$ cat src/rtl/mult_acc_param_pkg.sv
// Shared defaults, mode encodings and the per-sample sideband tag for the
// PE-array multiply / multiply-accumulate block.
package mult_acc_param_pkg;

    localparam int unsigned DEF_DATA_W     = 8;
    localparam int unsigned DEF_WEIGHT_W   = 8;
    localparam int unsigned DEF_OUT_W      = 20;
    localparam int unsigned DEF_MULT_LAT   = 2;
    localparam int unsigned KERNEL_ACC_LEN = 9;  // 3x3 kernel

    localparam logic MODE_PASS = 1'b0;
    localparam logic MODE_ACC  = 1'b1;
    localparam logic UNSIGNED  = 1'b0;
    localparam logic SIGNED    = 1'b1;

    // Sideband that travels with each sample through the multiplier
    typedef struct packed {
        logic signed_mode;
        logic acc_en;
    } sample_tag_t;

endpackage

$ cat src/rtl/mult_pipe_sx.sv
// MULT_LAT-stage signed/unsigned multiplier with a matching valid/tag delay line.
// The product is DATA_W+WEIGHT_W bits wide.
module mult_pipe_sx
    import mult_acc_param_pkg::*;
#(
    parameter int unsigned DATA_W   = DEF_DATA_W,
    parameter int unsigned WEIGHT_W = DEF_WEIGHT_W,
    parameter int unsigned MULT_LAT = DEF_MULT_LAT
) (
    input  logic                         clk,
    input  logic                         rst,
    input  logic                         valid_i,
    input  logic [DATA_W-1:0]            a_i,
    input  logic [WEIGHT_W-1:0]          b_i,
    input  sample_tag_t                  tag_i,
    output logic                         valid_o,
    output logic [DATA_W+WEIGHT_W-1:0]   prod_o,
    output sample_tag_t                  tag_o
);

    localparam int unsigned PROD_W = DATA_W + WEIGHT_W;

    logic [PROD_W-1:0] a_x;
    logic [PROD_W-1:0] b_x;
    logic [PROD_W-1:0] prod_c;

    logic              valid_q [MULT_LAT];
    logic [PROD_W-1:0] prod_q  [MULT_LAT];
    sample_tag_t       tag_q   [MULT_LAT];

    // Extending both operands to PROD_W makes one modular multiply serve both modes
    always_comb begin
        a_x    = {{WEIGHT_W{tag_i.signed_mode & a_i[DATA_W-1]}}, a_i};
        b_x    = {{DATA_W{tag_i.signed_mode & b_i[WEIGHT_W-1]}}, b_i};
        prod_c = a_x * b_x;
    end

    always_ff @(posedge clk) begin
        if (rst) begin
            for (int unsigned i = 0; i < MULT_LAT; i++) begin
                valid_q[i] <= 1'b0;
                prod_q[i]  <= '0;
                tag_q[i]   <= '0;
            end
        end else begin
            valid_q[0] <= valid_i;
            prod_q[0]  <= prod_c;
            tag_q[0]   <= tag_i;
            for (int unsigned i = 1; i < MULT_LAT; i++) begin
                valid_q[i] <= valid_q[i-1];
                prod_q[i]  <= prod_q[i-1];
                tag_q[i]   <= tag_q[i-1];
            end
        end
    end

    assign valid_o = valid_q[MULT_LAT-1];
    assign prod_o  = prod_q[MULT_LAT-1];
    assign tag_o   = tag_q[MULT_LAT-1];

endmodule

$ cat src/rtl/mult_acc_param.sv
// Parametrised multiply / multiply-accumulate: pipelined multiplier followed by
// one output stage that either passes the product or sums ACC_LEN products.
module mult_acc_param
    import mult_acc_param_pkg::*;
#(
    parameter int unsigned DATA_W   = DEF_DATA_W,
    parameter int unsigned WEIGHT_W = DEF_WEIGHT_W,
    parameter int unsigned OUT_W    = DEF_OUT_W,
    parameter int unsigned MULT_LAT = DEF_MULT_LAT,
    parameter int unsigned ACC_LEN  = KERNEL_ACC_LEN
) (
    input  logic                clk,
    input  logic                rst,
    input  logic                valid_in,
    input  logic [DATA_W-1:0]   data_in,
    input  logic [WEIGHT_W-1:0] weight_in,
    input  logic                signed_mode,
    input  logic                acc_en,
    output logic [OUT_W-1:0]    result_out,
    output logic                valid_out,
    output logic                ovf_out
);

    localparam int unsigned PROD_W = DATA_W + WEIGHT_W;
    localparam int unsigned CNT_W  = $clog2(ACC_LEN) + 1;
    localparam logic [CNT_W-1:0] CNT_LAST = CNT_W'(ACC_LEN - 1);

    if (OUT_W < PROD_W || MULT_LAT < 1 || ACC_LEN < 1) begin : g_param_check
        $error("mult_acc_param: invalid parameter combination");
    end

    sample_tag_t       in_tag;
    sample_tag_t       m_tag;
    logic              m_valid;
    logic [PROD_W-1:0] m_prod;

    logic [OUT_W-1:0]  acc_q,    acc_d;
    logic [CNT_W-1:0]  cnt_q,    cnt_d;
    logic              sticky_q, sticky_d;
    logic [OUT_W-1:0]  result_q, result_d;
    logic              valid_q,  valid_d;
    logic              ovf_q,    ovf_d;

    logic [OUT_W-1:0]  p_ext;
    logic [OUT_W:0]    sum_wide;
    logic              ovf_step;

    assign in_tag = '{signed_mode: signed_mode, acc_en: acc_en};

    mult_pipe_sx #(
        .DATA_W   (DATA_W),
        .WEIGHT_W (WEIGHT_W),
        .MULT_LAT (MULT_LAT)
    ) u_mult (
        .clk     (clk),
        .rst     (rst),
        .valid_i (valid_in),
        .a_i     (data_in),
        .b_i     (weight_in),
        .tag_i   (in_tag),
        .valid_o (m_valid),
        .prod_o  (m_prod),
        .tag_o   (m_tag)
    );

    // Extend product to OUT_W and form the wrap-around sum with its carry
    always_comb begin
        p_ext    = (m_tag.signed_mode == SIGNED) ? OUT_W'($signed(m_prod)) : OUT_W'(m_prod);
        sum_wide = {1'b0, acc_q} + {1'b0, p_ext};
        if (m_tag.signed_mode == SIGNED) begin
            ovf_step = (acc_q[OUT_W-1] == p_ext[OUT_W-1]) &&
                       (sum_wide[OUT_W-1] != acc_q[OUT_W-1]);
        end else begin
            ovf_step = sum_wide[OUT_W];
        end
    end

    // Output stage: pass, or accumulate and emit on the last product of a frame
    always_comb begin
        acc_d    = acc_q;
        cnt_d    = cnt_q;
        sticky_d = sticky_q;
        result_d = result_q;
        ovf_d    = ovf_q;
        valid_d  = 1'b0;
        if (m_valid) begin
            if (m_tag.acc_en == MODE_PASS) begin
                cnt_d    = '0;
                result_d = p_ext;
                ovf_d    = 1'b0;
                valid_d  = 1'b1;
            end else begin
                if (cnt_q == '0) begin
                    acc_d    = p_ext;
                    sticky_d = 1'b0;
                end else begin
                    acc_d    = sum_wide[OUT_W-1:0];
                    sticky_d = sticky_q | ovf_step;
                end
                if (cnt_q == CNT_LAST) begin
                    cnt_d    = '0;
                    result_d = acc_d;
                    ovf_d    = sticky_d;
                    valid_d  = 1'b1;
                end else begin
                    cnt_d = cnt_q + CNT_W'(1);
                end
            end
        end
    end

    always_ff @(posedge clk) begin
        if (rst) begin
            acc_q    <= '0;
            cnt_q    <= '0;
            sticky_q <= 1'b0;
            result_q <= '0;
            valid_q  <= 1'b0;
            ovf_q    <= 1'b0;
        end else begin
            acc_q    <= acc_d;
            cnt_q    <= cnt_d;
            sticky_q <= sticky_d;
            result_q <= result_d;
            valid_q  <= valid_d;
            ovf_q    <= ovf_d;
        end
    end

    assign result_out = result_q;
    assign valid_out  = valid_q;
    assign ovf_out    = ovf_q;

endmodule
$ cat config.mk
export PLATFORM = sky130hd
export DESIGN_NAME = mult_acc_param
export DESIGN_NICKNAME = d
export VERILOG_FILES = /design/src/rtl/mult_acc_param_pkg.sv /design/src/rtl/mult_pipe_sx.sv /design/src/rtl/mult_acc_param.sv
export SDC_FILE = /design/constraint.sdc
export NUM_CORES = 1
export LEC_CHECK = 0
export CAP_MARGIN = 30
export CELL_PAD_IN_SITES_DETAIL_PLACEMENT = 1
export CELL_PAD_IN_SITES_GLOBAL_PLACEMENT = 1
export CORE_ASPECT_RATIO = 0.7
export CORE_MARGIN = 5
export CORE_UTILIZATION = 32
export CTS_CLUSTER_DIAMETER = 200
export DETAILED_ROUTE_END_ITERATION = 10
export GPL_ROUTABILITY_DRIVEN = 0
export MAX_ROUTING_LAYER = met4
export PLACE_DENSITY = 0.58
export REMOVE_ABC_BUFFERS = 1
export SKIP_LAST_GASP = 1
export SYNTH_ARGS = -nofsm -noshare
export SYNTH_HDL_FRONTEND = slang
export SYNTH_SLANG_ARGS = --single-unit
export TNS_END_PERCENT = 30
$ cat constraint.sdc
create_clock -name clk -period 13.39 [get_ports clk]
set_clock_uncertainty 0.2 [all_clocks]
set_input_delay 1.339 -clock clk [delete_from_list [all_inputs] [get_ports clk]]
set_output_delay 1.339 -clock clk [all_outputs]
set_load 0.05 [all_outputs]
==> results of run 1 <==
==> cells in the mapped netlist, types with 12 or more instances <==
library cell / number / share of area
xor2_1: 16 / 0.020
a21oi_1: 46 / 0.033
dfxtp_1: 86 / 0.25
nand3_1: 14 / 0.010
nand2_1: 92 / 0.050
fa_1: 64 / 0.18
clkbuf_1: 25 / 0.014
nor2b_1: 31 / 0.028
and2_1: 38 / 0.034
inv_1: 95 / 0.051
xnor2_1: 18 / 0.023
a211oi_1: 12 / 0.013
o21ai_0: 27 / 0.019
nor2_1: 60 / 0.032
ha_1: 55 / 0.099
==> kinds of logic (layout without fill, tap and decap cells) <==
group	count (synthesis)	after routing	share of synthesized area
multiplexers	3	3	0.00451
XOR/XNOR	34	34	0.0430
AND/OR/NAND/NOR	273	273	0.189
buffers and inverters	131	161	0.0767
adder cells (fa/ha/maj)	119	119	0.284
flip-flops	86	86	0.248
AO/OA/AOI/OAI	158	158	0.154
==> registers in the layout, summed over array words and instances (netlist names) <==
name and flops:
u_mult.valid_q 2, acc_q 20, cnt_q 5, result_out 20
sticky_q 1, valid_out 1, u_mult.prod_q 32, u_mult.tag_q 4
ovf_out 1
==> routing by layer <==
metal  wire length, um  vias up  global-route usage
met4               104        0              0.0210
met1              9190     2788               0.228
met3               701       12              0.0270
li1                  -     2702                   -
met5                 0        -                   -
met2              8210       73               0.250
==> critical path: cells and delay by family <==
kind	cells	cell delay (ns)
buffers and inverters	5	0.95
and+or+nand+nor	3	0.75
xor gates and xnor gates	1	0.17
AOI/OAI and AO/OA	3	0.82
adders and majority gates	6	2.90
==> worst max path at each step <==
stage / slack (ns) / end / cells after the start / startpoint
after CTS: 6.46 / u_mult.prod_q[0][14] / 18 / weight_in[7]
after global routing: 6.17 / u_mult.prod_q[0][15] / 18 / weight_in[7]
after detailed placement: 6.10 / u_mult.prod_q[0][14] / 18 / weight_in[7]
final: 6.47 / u_mult.prod_q[0][14] / 18 / weight_in[7]
after global placement: 6.27 / u_mult.prod_q[0][14] / 18 / weight_in[7]
after floorplan: 7.29 / u_mult.prod_q[0][14] / 17 / signed_mode
==> stage by stage <==
step	total power [W]	std cells	instance area (um2)	worst slack [ns]
2_1_floorplan	0.000687	769	6760	7.29
3_3_place_gp	0.000797	1099	7570	6.27
3_5_place_dp	0.000813	1100	7600	6.10
4_1_cts	0.00109	1116	7920	6.46
5_1_grt	0.00118	1116	7920	6.17
6_report	0.00106	1116	7920	6.47
==> final cells by class <==
| class | instances | area, um2 |
|---|---|---|
| clock buffer | 10 | 239 |
| tap | 282 | 353 |
| sequential | 86 | 1720 |
| fill | 2510 | 13600 |
| inverter | 96 | 360 |
| multi-input combinational | 587 | 4680 |
| clock inverter | 6 | 76.3 |
| timing repair buffer | 49 | 488 |
==> placed cells by master, fill, tap and decap left out, drive strengths merged, types with 3 or more instances in the layout <==
cell           instances
inv                   99
nand2                 92
dfxtp                 86
fa                    64
nor2                  60
ha                    55
a21oi                 48
clkdlybuf4s50         41
and2                  38
nor2b                 31
o21ai                 30
xnor2                 18
xor2                  16
a211oi                15
nand3                 14
clkbuf                10
a311oi                 9
a31oi                  9
nor3                   9
buf                    8
and3                   7
a21o                   7
o211ai                 7
nand2b                 6
o31ai                  6
nand4                  4
or2                    3
o22ai                  3
a21boi                 3
o21a                   3
nor3b                  3
a2111oi                3
==> power breakdown <==
group,switching (W),internal (W),total [W]
sequential,0.0000145,0.000285,0.000300
combinational,0.000281,0.000215,0.000496
clock,0.000112,0.000153,0.000265
==> results.yml, run 1 <==
detailed_routing:
  initialDrtViolationCount: 262
  detail_route.wl_per_cell_um: 16.3
  drtAntennaViolNets: 0
  wl_um: 18200
  avgViaCountPerCell: 5.00
  drc: 0
  vias: 5575
  drtPass1Iterations: 4
setup_path:
  r2r_start: "u_mult.prod_q[0][16]"
  cp_slowest_stage_delay_ns: 0.70
  crit_top_cell: "fa_1"
  worstSetupPathType: "in2reg"
  cp_max_fo: 10
  arrival_ns: 6.92
  start_kind: "input port"
  crit_chain: "clkdlybuf4s50_1 > nand2_1 > or2_2 > fa_1 > fa_1 > inv_1 > fa_1 > fa_1 > inv_1 > fa_1 > inv_1 > ha_1 > inv_1 > o21bai_1 > a2111o_1 > a41oi_1 > xor2_1 > nor2_1"
  cp.required_ns: 13.39
  worstRegToRegCells: 10
  crit_path_end_kind: "flop"
  r2r-end: "ovf_out"
  worst-r2r-setup-slack_ns: 10.08
  crit_slowest_cell: "clkdlybuf4s50_1"
yosys:
  synthFlopType: "dfxtp_1"
  synth.distinct_cells: 62
  synth_cells: 804
  syn_area_um2: 6930
  synth-edff-count: 0
  async_flop_share: 0
  ys_seq_area_frac: 0.248
  syn_area_per_cell_um2: 8.62
  yosys_warnings: 0
  ys_ff_latch: 86
floorplanning:
  core_area_um2: 21500
  die-area_um2: 24800
  rows: 45
  start_util: 0.322
  ioPinCount: 43
  die_w_um: 186
  die_h_um: 133
cts:
  cts_tree: "done"
  ctsResizeCount: 0
  ctsHoldBuffers: 0
  clkLatencyLatePin_ns: 0.34
  clock_path_buffers: 2
  clkTransAtPathRegs_ns: 0.06
  cts_buffers: 9
  clock-sinks: 86
  root_buffer: "clkbuf_16"
  cts_max_level: 3
  postCtsSetupRepairBufs: 0
timing:
  whs_ns: 0.238
  period_share: 0.517
  slew_headroom: 0.419
  fmax_mhz: 144
  finalSetupViolations: 0
  drv_slew: 0
  finalHoldViolations: 0
  period_needed_ns: 6.92
  rsz0062_at_grt: "false"
  fin_setup_tns_ns: 0
  worst_pin_slew_ns: 0.849
layout:
  area_growth_pct: 14.2
  diodes: 0
  nets: 969
  drive_above_1_share: 0.0492
  final_core_util: 0.368
min_path:
  min_to: "u_mult.prod_q[0][26]"
  hold_depth: 1
  min_from: "u_mult.prod_q[0][10]"
  hp-class: "reg2reg"
global_route:
  globalRouteTotalUtil: 0.161
  first_global_vias: 6083
  grt_pass1_wl_um: 31400
  antenna_found_initial: 0
  grt_max_degree: 66
  overflow: 0
placed_design:
  hpwlAfterDp_um: 14400
  numPortBuffers: 42
run_status:
  outcome: "completed"
flow_run:
  drv_cap: 0
power:
  peakVddDrop_uv: 63.2
  power_density_nw_per_um2: 134
  power.leakage_nw: 3.41
Power figures use the tool's default switching activity.
==> run 2, diff against run 1 <==
==> constraint.sdc (replaced) <==
create_clock -name clk -period 6.8 [get_ports clk]
set_clock_uncertainty 0.2 [all_clocks]
set_input_delay 0.68 -clock clk [delete_from_list [all_inputs] [get_ports clk]]
set_output_delay 0.68 -clock clk [all_outputs]
set_load 0.05 [all_outputs]
==> results.yml, run 2 (same netlist as run 1, synthesis figures left out) <==
floorplanning:
  rows: 45
  start_util: 0.322
  die-area_um2: 24800
  die_w_um: 186
  die_h_um: 133
  ioPinCount: 43
  core_area_um2: 21500
setup_path:
  cpLargestDelayFamily: "adder cells"
  critPathLaunch: "signed_mode"
  crit_top_cell: "fa_1"
  start_kind: "input port"
  cp_slowest_stage_delay_ns: 0.66
  cp_max_fo: 10
  worstSetupPathType: "in2reg"
  path_buf_inv: 5
  arrival_ns: 5.94
  crit_slowest_cell: "clkdlybuf4s50_1"
  crit_path_end_kind: "flop"
  crit_chain: "clkdlybuf4s50_1 > nand2_1 > or2_2 > fa_1 > fa_1 > inv_1 > fa_1 > fa_1 > inv_1 > fa_1 > inv_1 > ha_1 > inv_1 > o21bai_1 > a2111o_1 > a41oi_1 > xor2_1 > nor2_1"
  r2r_start: "u_mult.prod_q[0][16]"
  cp.required_ns: 6.80
cts:
  clock-sinks: 86
  clock_path_buffers: 2
  cts_max_level: 3
  root_buffer: "clkbuf_16"
  cts_buffers: 9
  clkTransAtPathRegs_ns: 0.07
  cts_tree: "done"
  clkLatencyLatePin_ns: 0.34
  ctsHoldBuffers: 0
  ctsResizeCount: 0
  postCtsSetupRepairBufs: 0
power:
  seq_power_share: 0.287
  p_int_w: 0.00125
  p_clk_frac: 0.236
  power.leakage_nw: 3.41
  power_density_nw_per_um2: 260
  p_switching_w: 0.000804
  netSwitchingFraction: 0.392
  pwr-share-comb: 0.477
  peakVddDrop_uv: 123
timing:
  worst_pin_slew_ns: 0.850
  finalHoldViolations: 0
  fin_setup_tns_ns: 0
  slew_headroom: 0.419
  finalSetupViolations: 0
  fmax_mhz: 168
  drv_slew: 0
  period_share: 0.873
  postLayoutSetupSlackWorst_ns: 0.860
  period_needed_ns: 5.94
  rsz0062_at_grt: "false"
global_route:
  globalRouteTotalUtil: 0.162
  overflow: 0
  grt_pass1_wl_um: 31400
  antenna_found_initial: 0
  first_global_vias: 6130
  grt_max_degree: 66
placed_design:
  hpwlAfterDp_um: 14700
  place_ws_ns: 0.455
  numPortBuffers: 42
detailed_routing:
  drc: 0
  drtAntennaViolNets: 0
  drtPass1Iterations: 4
  detail_route.wl_per_cell_um: 16.7
  vias: 5632
  wl_um: 18600
  initialDrtViolationCount: 263
  avgViaCountPerCell: 5.04
flow_run:
  drv_cap: 0
layout:
  diodes: 0
  regMostFlops: "u_mult.prod_q"
  final_core_util: 0.367
  largest_register_ffs: 32
  nets: 971
  final_common_cell: "inv_1"
  drive_above_1_share: 0.0514
  area_growth_pct: 13.8
  layout_common_cells: "95 x inv_1, 92 x nand2_1, 86 x dfxtp_1, 64 x fa_1, 60 x nor2_1"
min_path:
  hp-class: "reg2reg"
  min_from: "u_mult.tag_q[0][0]"
run_status:
  outcome: "completed"
[run 2: cell types whose count changed in the layout (fill, tap and decap cells not counted), sizes merged]
cell	change
buf	+2
bufinv	-1
inv	+1
[run 2: area by class of cell]
cell class / instances / area [um2]
sequential: 86 / 1720
fill: 2564 / 13600
multi-input combinational: 587 / 4680
clock inverter: 6 / 48.8
timing repair buffer: 51 / 490
clock buffer: 10 / 239
tap: 282 / 353
inverter: 96 / 360
[run 2: worst paths after layout]
| path | slack (ns) | to | depth (start not counted) |
|---|---|---|---|
| hold reg to reg | 0.24 | u_mult.tag_q[0][2] | 1 |
| setup / recovery | 0.86 | u_mult.prod_q[0][14] | 18 |
| hold / removal | 0.24 | u_mult.tag_q[0][2] | 1 |
| setup reg to reg | 3.44 | ovf_out | 10 |
[run 2: metal layers]
metal,share of wire,GRT usage
met5,0,-
met4,0.012,0.0320
met3,0.036,0.0273
met2,0.46,0.252
met1,0.49,0.226
[run 2: power groups by stage]
| stage | clock [W] | combinational (W) | sequential, W |
|---|---|---|---|
| after global routing | 0.000523 | 0.00116 | 0.000596 |
| after CTS | 0.000499 | 0.00101 | 0.000591 |
| final | 0.000485 | 0.000979 | 0.000590 |
| after global placement | 0 | 0.000967 | 0.000602 |
| after detailed placement | 0 | 0.00100 | 0.000602 |
| after floorplan | 0 | 0.000749 | 0.000603 |
[run 2: per-stage QoR]
step / cell area [um2] / hold slack (ns) / total power [W] / cells
floorplan: 6760 / 0.214 / 0.00135 / 769
global placement: 7590 / 0.220 / 0.00157 / 1101
detailed placement: 7600 / 0.227 / 0.00160 / 1102
CTS: 7890 / 0.244 / 0.00210 / 1118
global route: 7890 / 0.256 / 0.00227 / 1118
finish: 7890 / 0.241 / 0.00205 / 1118
